File: src/rtl/arbiter_types_pkg.sv
// Shared types and widths for the pmem arbiter slice.
package arbiter_types_pkg;
    localparam int LINE_W   = 256;
    localparam int ADDR_W   = 32;
    localparam int OFFSET_W = 5;

    typedef enum logic [1:0] {IDLE, GRANT_I, GRANT_D, RELEASE} arb_state_t;
    typedef enum logic {CLIENT_I, CLIENT_D} client_t;
endpackage

File: src/rtl/pmem_arbiter_rr.sv
// Two-way round-robin pick. Purely combinational; the caller owns last_grant.
module rr_arbiter2
    import arbiter_types_pkg::*;
(
    input  logic    req_i,
    input  logic    req_d,
    input  client_t last_grant,
    output logic    gnt_valid,
    output client_t pick
);
    // On a tie the client that did not win last time goes next.
    always_comb begin
        gnt_valid = req_i | req_d;
        pick      = CLIENT_I;
        if (req_i && req_d)
            pick = (last_grant == CLIENT_I) ? CLIENT_D : CLIENT_I;
        else if (req_d)
            pick = CLIENT_D;
    end
endmodule

File: src/rtl/pmem_arbiter.sv
// Merges I-cache and D-cache line requests onto one physical-memory port.
// Address and write data are captured at grant and held until pmem_resp.
module pmem_arbiter #(
    parameter int LINE_W   = arbiter_types_pkg::LINE_W,
    parameter int ADDR_W   = arbiter_types_pkg::ADDR_W,
    parameter int OFFSET_W = arbiter_types_pkg::OFFSET_W
) (
    input  logic              clk,
    input  logic              rst_n,
    input  logic              i_read,
    input  logic [ADDR_W-1:0] i_addr,
    output logic [LINE_W-1:0] i_rdata,
    output logic              i_resp,
    input  logic              d_read,
    input  logic              d_write,
    input  logic [ADDR_W-1:0] d_addr,
    input  logic [LINE_W-1:0] d_wdata,
    output logic [LINE_W-1:0] d_rdata,
    output logic              d_resp,
    output logic              pmem_read,
    output logic              pmem_write,
    output logic [ADDR_W-1:0] pmem_addr,
    output logic [LINE_W-1:0] pmem_wdata,
    input  logic [LINE_W-1:0] pmem_rdata,
    input  logic              pmem_resp
);
    import arbiter_types_pkg::*;

    localparam logic [ADDR_W-1:0] ADDR_MASK = {{(ADDR_W-OFFSET_W){1'b1}}, {OFFSET_W{1'b0}}};

    arb_state_t        state_q, state_d;
    client_t           last_grant_q;
    client_t           pick;
    logic              gnt_valid;
    logic              grant;
    logic [ADDR_W-1:0] addr_q;
    logic [LINE_W-1:0] wdata_q;
    logic              op_wr_q;

    rr_arbiter2 u_rr (
        .req_i      (i_read),
        .req_d      (d_read | d_write),
        .last_grant (last_grant_q),
        .gnt_valid  (gnt_valid),
        .pick       (pick)
    );

    // State and transaction capture; d_write wins over d_read when both are set.
    always_ff @(posedge clk or negedge rst_n) begin
        if (!rst_n) begin
            state_q      <= IDLE;
            last_grant_q <= CLIENT_I;
            addr_q       <= '0;
            wdata_q      <= '0;
            op_wr_q      <= 1'b0;
        end else begin
            state_q <= state_d;
            if (grant) begin
                addr_q       <= ((pick == CLIENT_D) ? d_addr : i_addr) & ADDR_MASK;
                wdata_q      <= d_wdata;
                op_wr_q      <= (pick == CLIENT_D) && d_write;
                last_grant_q <= pick;
            end
        end
    end

    // Next state plus Moore pmem outputs; resp/rdata pass through in the resp cycle.
    always_comb begin
        state_d    = state_q;
        grant      = 1'b0;
        pmem_read  = 1'b0;
        pmem_write = 1'b0;
        pmem_addr  = '0;
        pmem_wdata = '0;
        i_resp     = 1'b0;
        d_resp     = 1'b0;
        i_rdata    = '0;
        d_rdata    = '0;
        case (state_q)
            IDLE: begin
                if (gnt_valid) begin
                    grant   = 1'b1;
                    state_d = (pick == CLIENT_D) ? GRANT_D : GRANT_I;
                end
            end
            GRANT_I: begin
                pmem_read  = 1'b1;
                pmem_addr  = addr_q;
                pmem_wdata = wdata_q;
                if (pmem_resp) begin
                    i_resp  = 1'b1;
                    i_rdata = pmem_rdata;
                    state_d = RELEASE;
                end
            end
            GRANT_D: begin
                pmem_read  = ~op_wr_q;
                pmem_write = op_wr_q;
                pmem_addr  = addr_q;
                pmem_wdata = wdata_q;
                if (pmem_resp) begin
                    d_resp  = 1'b1;
                    d_rdata = pmem_rdata;
                    state_d = RELEASE;
                end
            end
            RELEASE: state_d = IDLE;
            default: state_d = IDLE;
        endcase
    end
endmodule

File: config.mk
export PLATFORM = sky130hd
export DESIGN_NAME = pmem_arbiter
export DESIGN_NICKNAME = d
export VERILOG_FILES = /design/src/rtl/arbiter_types_pkg.sv /design/src/rtl/pmem_arbiter_rr.sv /design/src/rtl/pmem_arbiter.sv
export SDC_FILE = /design/constraint.sdc
export NUM_CORES = 1
export LEC_CHECK = 0
export ABC_AREA = 1
export BUFFER_PORTS_ARGS = -buffer_cell sky130_fd_sc_hd__buf_2
export CAP_MARGIN = 20
export CORE_AREA = 2 2 547 549
export CTS_BUF_LIST = sky130_fd_sc_hd__clkbuf_2
export DETAILED_ROUTE_END_ITERATION = 8
export DIE_AREA = 0 0 549 551
export GPL_TIMING_DRIVEN = 1
export HOLD_SLACK_MARGIN = 0.02
export SLEW_MARGIN = 20
export SYNTH_ARGS = -nofsm -noshare
export SYNTH_HDL_FRONTEND = slang
export SYNTH_SLANG_ARGS = --single-unit
File: constraint.sdc
create_clock -name clk -period 2.34 [get_ports clk]
set_input_delay 0.468 -clock clk [delete_from_list [all_inputs] [get_ports clk]]
set_output_delay 0.468 -clock clk [all_outputs]
set_load 0.005 [all_outputs]
# Yosys cells after proc, flatten, opt, wreduce, memory -nomap -nowiden
# Index checks and enable logic that the tools add are counted.
# op_classes
n_reduce_logical	5
eq_ne	5
bitwise_logic	3
muxes	20
# op_table
op	count
2-to-1 mux 256 bit	4
2-to-1 mux 32 bit	2
2-to-1 mux 1 bit	9
2-to-1 mux 2 bit	3
one-hot mux 2 bit (3 select lines)	1
== test 2 bit, second input constant	2
== test 2 x 1 -> 1 bit, second input constant	1
logical AND 1 bit	2
zero test 2 bit	1
!= test 2 x 1 -> 1 bit, second input constant	1
!= test 2 bit, second input constant	1
bitwise OR 1 bit	2
one-hot mux 1 bit (2 select lines)	1
AND reduction 2 bit	1
OR reduction 2 bit	1
inverter 1 bit	1
# word_totals
elab_cells	38
input_bits	582
ff_bits	287
output_inout_bits	804

# Depth between registers and ports, before layout
# depth
depth_word	6
ltp_mapped	8
depth_no_buf	7

# By module
# From an unflattened synthesis, not the netlist that was laid out.
# hier_totals
hier_cells	2758
area_unflattened_um2	16773.6
# modules_own_cells
module	cells_each	area_per_inst_um2	seq_area_each_um2	n_inst
pmem_arbiter	2755	16758.6	7181.9	1
rr_arbiter2	3	15.0	0.0	1

# Worst setup path after synthesis
# No wires, ideal clock.
# synth_timing
kind	register -> output
start	register state_q[0]
end	output pmem_addr[10]
arrival_ns	1.475
stages_incl_launch_ff	8
setup_slack_ns	0.397
path_cell_list	dfrtp_1 -> inv_1 -> ha_1 -> clkbuf_1 -> clkbuf_1 -> buf_2 -> nand2_1 -> inv_1
# synth_via
elab_chain_cells	3
elab_cells_between_ends	4
# synth_lines
item	line	rtl
start: declaration	pmem_arbiter.sv:31	arb_state_t state_q, state_d;
start signal: assignment	pmem_arbiter.sv:57	state_q <= state_d;
== test 2 bit / == test 2 x 1 -> 1 bit (equally long branches)	pmem_arbiter.sv:79	case (state_q)
OR reduction 2 bit (no source line) *	--	
2-to-1 mux 32 bit *	pmem_arbiter.sv:79	
end: declaration	pmem_arbiter.sv:22	output logic [ADDR_W-1:0] pmem_addr,
# Mark *: on every way between the ends. The rest lies on a longest branch, timed or not.

# Worst setup path in the final report
# layout_timing
start	register state_q[1]
end	output pmem_wdata[56]
# layout_via
elab_chain_cells	3
elab_cells_between_ends	4
# layout_lines
item	line	rtl
== test 2 bit / == test 2 x 1 -> 1 bit (equally long branches)	pmem_arbiter.sv:79	
OR reduction 2 bit (no source line) *	--	
2-to-1 mux 256 bit *	pmem_arbiter.sv:79	
end: declaration	pmem_arbiter.sv:23	output logic [LINE_W-1:0] pmem_wdata,
# Marks and branches as above.

==> results.py <==
metrics = {
    "critical_path": {
        "cp_max_fo": 7,
        "path_class": "reg -> out",
        "cp_top_family": "buffers and inverters",
        "startpoint_type": "register",
        "cp_num_buf_inv": 6,
        "arrival_ns": 2.86,
        "max_stage_delay_ns": 0.37,
        "crit_path_cell_trace": "inv_2, ha_4, buf_12, clkbuf_16, buf_8, nand2_1, inv_1, buf_2",
        "slowest_stage": "dfrtp_1",
        "cp.required_ns": 1.87,
        "end_kind": "output port",
    },
    "timing": {
        "maxClockFrequency_mhz": 300.5,
        "timing.final.crit_share_pct": 142.2,
        "setup_tns_ns": -672.48,
        "post-route-min-period_ns": 3.328,
        "slew-limit-headroom_pct": 50.21,
        "hold_violations": 0,
        "worst_pin_slew_ns": 0.7440,
        "layout_setup_ws_ns": -0.9883,
        "slew_viol_final": 0,
        "rsz0062_at_grt": "true",
        "setup_viol": 804,
        "finalClockSkew_ns": 0.1276,
    },
    "synthesis": {
        "synth-simple-area-share_pct": 39.24,
        "synth_adder_area_share_pct": 0.2969,
        "synth_mux_area_share_pct": 0,
        "seq_area_frac_synth_pct": 42.61,
        "yosysUniqueCellTypes": 16,
        "syn-cell-area_um2": 16850,
        "synth-xor-area-share_pct": 0,
        "yosys_register_bits": 287,
        "synthCells": 2761,
        "avgSynthCellArea_um2": 6.105,
        "synth_top_family_by_area": "simple AND/OR/NAND/NOR gates",
        "yosys_warnings": 0,
        "synth_compound_area_share_pct": 0.2450,
    },
    "place": {
        "hpwlAfterDp_um": 185300,
        "portBuffers": 1370,
        "gp_congestion": 0.9792,
    },
    "pwr": {
        "power_uw": 52750,
        "ir_drop_uv": 1178,
        "leakagePower_uw": 0.02366,
        "powerDensity_nw_per_um2": 1265,
    },
    "grt": {
        "grt_max_degree": 93,
        "grt_pass1_wl_um": 279200,
        "gr-total-overflow": 0,
        "antenna_found_initial": 133,
        "grt_use_total_pct": 14.27,
        "grt_pass1_vias": 27689,
    },
    "route": {
        "first_iter_violations": 2244,
        "drc": 0,
        "viasPerCell": 3.151,
        "wl_per_cell_um": 26.11,
        "firstDrtPassIters": 6,
        "drt_wl_total_um": 235200,
        "via_count": 28379,
        "postRouteAntennaNets": 0,
    },
    "clocking": {
        "htreeDepth": 3,
        "clockRootBuffer": "clkbuf_2",
        "clk_pin_slew_worst_paths_ns": 0.11,
        "clockBufferDepth": 3,
        "cts_tree": "built",
        "cts_buffers": 73,
        "clock-sinks": 287,
        "clk_latency_ns": 1.22,
    },
    "die": {
        "core_area_um2": 296300,
        "rows": 200,
        "die_w_um": 549,
        "pin_count": 1386,
        "die_area_um2": 302500,
        "initial_core_util_pct": 5.689,
        "fp.dieH_um": 551,
    },
    "finish": {
        "area.growth.synth_to_final_pct": 147.4,
        "fill_cells": 33720,
        "drive_gt1_share_pct": 39.59,
        "fin_nets": 5567,
    },
    "hold_path": {
        "hold_path.class": "in -> reg",
    },
    "outcome": {
        "status": "complete, but fails checks",
        "violations": "setup timing",
    },
    "run": {
        "drv_cap": 0,
    },
}
registers in the layout, summed over array words and instances (netlist names):
register / flops
addr_q: 27
last_grant_q: 1
op_wr_q: 1
state_q: 2
wdata_q: 256
logic make-up (layout without fill, tap and decap cells):
| logic type | count (synthesis) | in the layout |
|---|---|---|
| simple gates | 1726 | 1726 |
| buf+inv | 739 | 3006 |
| flops | 287 | 287 |
| fa+ha+maj | 4 | 4 |
| compound gates | 4 | 4 |
| other cells | 1 | 39 |
layer usage:
layer | part of all wire, % | wire [um] | track usage (%)
met1 | 36 | 84210 | 15.26
met4 | 5.4 | 12690 | 6.900
met5 | 0.10 | 244 | 0.03127
met2 | 46 | 108000 | 23.34
met3 | 13 | 29980 | 7.080
power breakdown:
part / switching, uW / total [uW] / internal, uW / leakage [uW]
clock: 2560 / 3960 / 1400 / 0.000503
combinational: 21800 / 37600 / 15900 / 0.0196
sequential: 3730 / 11200 / 7420 / 0.00352
total: 28100 / 52800 / 24700 / 0.0237
tightest hold or removal path, cell delays in order:
cell	delay, ns
dlygate4sd3_1	0.53
buf_2	0.11
nand2_1	0.13
nand2_1	0.10
what timing repair did:
| action | in CTS | in global routing |
|---|---|---|
| buffers inserted | 18 | 9 |
| endpoints found under the setup margin | 799 | 874 |
| pin swaps | 2 | 37 |
| gates cloned | 15 | 28 |
| endpoints found under the hold margin | 574 | 0 |
| gates resized for setup | 172 | 618 |
| hold buffers | 768 | 0 |
metrics by stage:
stage               util [%]  instance area (um^2)  worst slack [ns]  hold slack [ns]  cells
floorplan                  -                 16870            0.3974           0.1724   2765
global placement       9.932                 29430           0.05455           0.4535   8009
detailed placement     9.932                 29430           0.04198           0.4579   8009
CTS                    13.16                 38990            -1.222          0.02172   8936
global route           14.06                 41660            -1.232           0.1062   8994
finish                 14.07                 41690           -0.9883           0.2727   9005
cell usage in the layout (no fill, tap or decap), types with 80 or more instances in the layout:
master | synthesis | routed
buf_6 | 0 | 128
dfrtp_1 | 287 | 287
inv_2 | 1 | 119
nor2_1 | 514 | 454
dlygate4sd3_1 | 0 | 767
buf_2 | 86 | 1186
nand2_2 | 0 | 80
clkbuf_2 | 0 | 98
nand2_1 | 1156 | 1000
inv_1 | 576 | 456
final cells by class:
cell class | instances | area [um^2] | share of cell area (%)
clock buffer | 98 | 490.5 | 1.176
timing repair buffer | 2303 | 18710 | 44.88
sequential | 287 | 7182 | 17.23
inverter | 577 | 2176 | 5.219
antenna | 34 | 85.08 | 0.2041
multi-input combinational | 1739 | 7928 | 19.02
tap | 3939 | 4928 | 11.82
clock inverter | 28 | 188.9 | 0.4532
synth_stat cells:
cell | number | share of area [%]
buf_1 | 3 | 0.067
nand2_1 | 1156 | 26
o21a_1 | 1 | 0.045
nand3b_1 | 26 | 1.2
buf_2 | 86 | 2.6
ha_1 | 4 | 0.30
inv_2 | 1 | 0.022
o21ai_2 | 2 | 0.10
nor2_1 | 514 | 11
inv_1 | 576 | 13
nand3_1 | 30 | 0.89
a21oi_4 | 1 | 0.097
dfrtp_1 | 287 | 43
clkbuf_1 | 51 | 1.1
conb_1 | 1 | 0.022
buf_4 | 22 | 0.98
final timing paths:
check                      slack (ns)         start             end  cells after the start
setup / recovery                -0.99    state_q[1]  pmem_wdata[56]                      8
hold / removal                   0.27  d_wdata[168]    wdata_q[168]                      4
setup reg to reg                -0.03    state_q[1]      state_q[0]                      9
hold reg to reg                  0.49  wdata_q[195]    wdata_q[195]                      2
max in group asynchronous        1.23         rst_n      wdata_q[2]                      4
min in group asynchronous        0.66         rst_n     wdata_q[38]                      4
No activity file was read; power rests on OpenSTA's default activity.
